==> src/rtl/instr_fetch.sv <==
// rtl/instr_fetch.sv - instruction fetch sequencer with 2-entry {pc, instruction} queue.
// Optional FETCH_STATS_EN adds fetch_count, a saturating count of instructions accepted by decode.
module instr_fetch #(
  parameter int AW       = 8,
  parameter int IW       = 32,
  parameter int PC_STEP  = 1,
  parameter int RESET_PC = 0
) (
  input  logic          clk,
  input  logic          rst_n,
  output logic          mem_req,
  output logic [AW-1:0] mem_addr,
  input  logic          mem_ack,
  input  logic [IW-1:0] mem_rdata,
  input  logic          redirect,
  input  logic [AW-1:0] redirect_addr,
  output logic          inst_valid,
  input  logic          inst_ready,
  output logic [IW-1:0] inst_data,
`ifdef FETCH_STATS_EN
  output logic [15:0]   fetch_count,
`endif
  output logic [AW-1:0] inst_pc
);

  typedef enum logic {S_IDLE, S_WAIT} state_t;

  state_t        state;
  logic [AW-1:0] fetch_pc;
  logic [AW-1:0] addr_q;
  logic [AW-1:0] pc0, pc1;
  logic [IW-1:0] data0, data1;
  logic [1:0]    count;
  logic          squash;

  logic          pop, ack, push;
  logic [1:0]    count_n;
  logic [AW-1:0] fetch_pc_n;

  assign mem_req    = (state == S_WAIT);
  assign mem_addr   = addr_q;
  assign inst_valid = (count != 2'd0);
  assign inst_data  = data0;
  assign inst_pc    = pc0;

  assign pop  = inst_valid && inst_ready;
  assign ack  = (state == S_WAIT) && mem_ack;
  assign push = ack && !squash && !redirect;

  always_comb begin
    count_n    = count + {1'b0, push} - {1'b0, pop};
    fetch_pc_n = fetch_pc;
    if (redirect) begin
      count_n    = 2'd0;
      fetch_pc_n = redirect_addr;
    end else if (push) begin
      fetch_pc_n = fetch_pc + AW'(PC_STEP);
    end
  end

  always_ff @(posedge clk) begin
    if (!rst_n) begin
      state    <= S_IDLE;
      fetch_pc <= AW'(RESET_PC);
      addr_q   <= AW'(RESET_PC);
      count    <= 2'd0;
      squash   <= 1'b0;
      pc0      <= '0;
      pc1      <= '0;
      data0    <= '0;
      data1    <= '0;
    end else begin
      count    <= count_n;
      fetch_pc <= fetch_pc_n;

      if (redirect) begin
        state  <= S_WAIT;
        // an un-acked request cannot be withdrawn, so its response must be discarded later
        squash <= (state == S_WAIT) && !mem_ack;
      end else if (state == S_IDLE || ack) begin
        state <= (count_n < 2'd2) ? S_WAIT : S_IDLE;
        if (ack) squash <= 1'b0;
      end

      // hold the address of a pending request until it is acknowledged
      if (!(state == S_WAIT && !mem_ack)) addr_q <= fetch_pc_n;

      if (!redirect) begin
        unique case ({push, pop})
          2'b10: begin
            if (count == 2'd0) begin
              pc0   <= addr_q;
              data0 <= mem_rdata;
            end else begin
              pc1   <= addr_q;
              data1 <= mem_rdata;
            end
          end
          2'b01: begin
            pc0   <= pc1;
            data0 <= data1;
          end
          2'b11: begin
            // a request only issues with a free slot, so count is 1 here
            pc0   <= addr_q;
            data0 <= mem_rdata;
          end
          default: ;
        endcase
      end
    end
  end

`ifdef FETCH_STATS_EN
  always_ff @(posedge clk) begin
    if (!rst_n) begin
      fetch_count <= 16'd0;
    end else if (pop && fetch_count != 16'hFFFF) begin
      fetch_count <= fetch_count + 16'd1;
    end
  end
`endif

endmodule
==> config.mk <==
export PLATFORM = sky130hd
export DESIGN_NAME = instr_fetch
export DESIGN_NICKNAME = d
export VERILOG_FILES = /design/src/rtl/instr_fetch.sv
export SDC_FILE = /design/constraint.sdc
export NUM_CORES = 1
export LEC_CHECK = 0
export CORE_ASPECT_RATIO = 0.6
export CORE_UTILIZATION = 50
export DETAILED_ROUTE_END_ITERATION = 16
export HOLD_SLACK_MARGIN = 0.12
export PLACE_DENSITY = 0.8
export SYNTH_ARGS = -nofsm -noshare
export SYNTH_HDL_FRONTEND = slang
export SYNTH_SLANG_ARGS = --single-unit
==> constraint.sdc <==
create_clock -name clk -period 2.39 [get_ports clk]
set_input_delay 0.239 -clock clk [delete_from_list [all_inputs] [get_ports clk]]
set_output_delay 0.239 -clock clk [all_outputs]
set_load 0.03 [all_outputs]
==> summary.md <==
0 antenna diodes ended up in the layout. For this design the top-level I/O count stands at 95. In the routed layout, each cell is associated on average with a via count of 5.43.

The critical path class was register to output port. Synthesis handed over a netlist of 474 instances. Tracing the worst setup path back leads to its startpoint at count[1]$_SDFF_PN0_.

STA puts the critical path data required time at 2.15 ns. Summed over all cells, the static leakage comes to 1.87 nW. The top cell types in the final layout, fill and taps aside, are sky130_fd_sc_hd__dfxtp_1, sky130_fd_sc_hd__nand2_1, sky130_fd_sc_hd__clkdlybuf4s50_1, sky130_fd_sc_hd__a21oi_1.

STA classifies the critical path endpoint as an output port. The worst hold path depth is 4, and the number of buffers and inverters on the critical path is 2. Setup violations remaining at the end of the flow were counted as 0. No sink is reached through more buffers than the 2 on the longest clock path.

Max-cap violations in this run came to 0. The utilization after layout is 0.676. The cell with the biggest individual delay on the critical path is sky130_fd_sc_hd__clkdlybuf4s50_1. The clock slew seen by the registers of the worst setup and hold paths was 0.06 ns; the clock period minus final worst setup slack was 1.90 ns. STA puts the critical path data arrival time at 1.66 ns.

Async set-reset flop share out of synthesis: 0. The most common library cell in the layout ignoring fill and taps was sky130_fd_sc_hd__dfxtp_1. The fraction of layout instances using a drive strength above 1 came out at 0.0628. The first detailed-routing pass took 4 iterations.

The run gives 0 as the number of nets with antenna violations after routing. The accumulated negative setup slack came out at 0 ns. The startpoint identified for the worst hold timing path is rst_n. The number of cells on the worst reg-to-reg path is 8. The run gives 81 as the pin count of the biggest net entering global routing. The share of synthesized area occupied by flip-flops and latches was 0.485; the final count of pins violating max slew was 0. The tools report the final-report hold violation count as 0. Number of buffers added to fix hold violations after cts: 0. The type of the most critical hold path is input port to register.

For the worst-skew pair, the clock arrives at the later sink with an insertion delay of 0.34 ns. The tools report the worst slew margin relative to its limit as 0.617. The critical path goes through nor2_1, inv_1, clkdlybuf4s50_1. The routed layout has 3,608 vias. The net count after synthesis came out at 523. Routability-driven placement finished with a final weighted congestion of 0.807.

At the pin with the least slew margin, the transition time is 0.574 ns. The worst register-to-register path ends at inst_data[31]$_SDFFE_PN0P_. Sink of the worst hold path: data1[20]$_SDFFE_PN0P_. The die width works out to 119 µm.

TritonCTS built the clock tree. The residual DRC count was 0. Once the clock tree was built, the setup fixing pass inserted 0 buffers. The die covers 0.00864 mm².

The total number of placement rows is 25. Setup slack on the worst flop-to-flop path: 0.57 ns. The peak supply drop was 0.396 mV. The synthesized design contains 100 register bits. For the count of instances resized after the clock tree is built, the log shows 0. In this run the power density over the cells is 662 mW/mm². Of all nets on the critical path, the largest fanout is 4. The starting utilization of the core area was 0.520.

Dividing the detail-routed wire length by the instance count gives 15.2 µm. The number of clock buffers inserted by TritonCTS is 9, and the number of flops mapped to enable cells by yosys is 0. Number of global-route vias before repair: 3,365.

The post-route fraction of the period consumed by the critical path was 0.794. First-pass GRT wire length: 16,500 µm. CTS sink count: 100. Global routing finished with a remaining overflow of 0. Synthesized area divided by synthesized cell count: 8.72 µm². The run gives 3 as the count of H-tree levels built during CTS. Setup repair after global routing left no endpoint under its margin. The layout net count is 601, and the wire length after detailed routing is 10,100 µm. The root buffer selected by CTS is sky130_fd_sc_hd__clkbuf_16. The run finished with clean final reports.

During synthesis, Yosys emitted a total of 0 warnings. The most used flip-flop cell after synthesis is sky130_fd_sc_hd__dfxtp_1. The logs give 0 for the initial antenna violation count and 6580 µm for the HPWL after detailed placement. After floorplanning, the core was sized to cover 0.00795 mm².

The synthesized netlist occupies a cell area of 0.00413 mm². The largest single stage delay on the critical path is 0.60 ns. The startpoint identified for the worst register-to-register timing path is mem_req$_SDFFE_PN0P_.

The kind of cell with the highest combined delay along the critical path is buffers and inverters. The number of port buffers is 94, and the number of DRC violations after detailed-routing iteration 0 is 247. The startpoint class of the critical path was a register. For the final database, setup skew stands at 0.00432 ns. The total global-route track usage is 0.243.

Maximum frequency from static timing analysis: 0.527 GHz. Yosys mapped the design onto 39 distinct sky130hd cell types. The die outline height is 72.4 µm, and the layout overhead on the synthesized area is 30.0%.
-- cell families (layout without fill, tap and decap cells) --
logic type / count (synthesis) / in the layout / synth area share
simple gates: 138 / 138 / 0.145
fa+ha+maj: 4 / 4 / 0.0121
xor+xnor: 3 / 3 / 0.00636
mux: 43 / 43 / 0.104
flops: 100 / 100 / 0.485
compound gates: 142 / 142 / 0.185
buf+inv: 44 / 127 / 0.0624
-- sequential cells by signal (all words and copies together), names as in the netlist --
register and count:
mem_req 1, count 2, inst_data 32, pc1 8, mem_addr 8, fetch_pc 8, squash 1, inst_pc 8
data1 32
-- through the flow --
stage | cell area (µm²) | std cells | worst slack, ns | total power [mW] | hold WS (ns)
after detailed placement | 5100 | 649 | 0.256 | 2.26 | 0.446
after floorplan | 4130 | 474 | 0.368 | 2.04 | 0.341
final | 5370 | 665 | 0.492 | 3.56 | 0.420
after global placement | 5100 | 649 | 0.311 | 2.25 | 0.441
after CTS | 5370 | 665 | 0.472 | 3.58 | 0.407
after global routing | 5370 | 665 | 0.360 | 3.68 | 0.420
-- worst min-delay path, delay by kind of cell --
family	cells	cell delay (ns)
buffers and inverters	3	0.35
AOI/OAI and AO/OA	1	0.12
-- how the worst max path moves through the flow --
stage                                            end  slack [ns]  cells after the start
after floorplan                 mem_req$_SDFFE_PN0P_        0.37                     10
after global placement          mem_req$_SDFFE_PN0P_        0.31                     10
after global routing       inst_data[8]$_SDFFE_PN0P_        0.36                      8
after detailed placement  inst_data[23]$_SDFFE_PN0P_        0.26                      9
after CTS                                 inst_valid        0.47                      3
final                                     inst_valid        0.49                      3
-- metal layers --
layer | GRT usage | up-vias | share of wire
li1 | - | 1795 | -
met1 | 0.333 | 1687 | 0.48
met2 | 0.382 | 112 | 0.45
met3 | 0.0558 | 14 | 0.061
met4 | 0.0764 | 0 | 0.013
met5 | 0 | - | 0
-- cell usage after synthesis (all sizes together) (2+ instances only) --
cell type / n / share of area
nand3: 5 / 0.0061
a31o: 3 / 0.0064
or3: 2 / 0.0030
dfxtp: 100 / 0.48
a21oi: 80 / 0.097
o31ai: 2 / 0.0036
inv: 6 / 0.0055
nor3: 4 / 0.0048
nor4: 4 / 0.0076
nand2: 96 / 0.087
xnor2: 2 / 0.0042
o31a: 3 / 0.0070
buf: 20 / 0.039
o21ai: 44 / 0.053
nor2: 14 / 0.013
nand2b: 6 / 0.0091
mux2i: 43 / 0.10
clkbuf: 18 / 0.018
o22ai: 7 / 0.012
ha: 4 / 0.012
-- power breakdown --
group          leakage, nW  internal (mW)  switching, mW
combinational        0.929          0.212          0.248
sequential           0.813           1.72         0.0450
clock                0.129          0.731          0.597
-- final cells by class --
| class | count | area (µm²) |
|---|---|---|
| clock inverter | 4 | 25.0 |
| clock buffer | 12 | 246 |
| timing repair buffer | 105 | 1060 |
| tap | 108 | 135 |
| inverter | 6 | 22.5 |
| multi-input combinational | 330 | 1880 |
| fill | 626 | 2580 |
| sequential | 100 | 2000 |
Power figures use the tool's default switching activity.
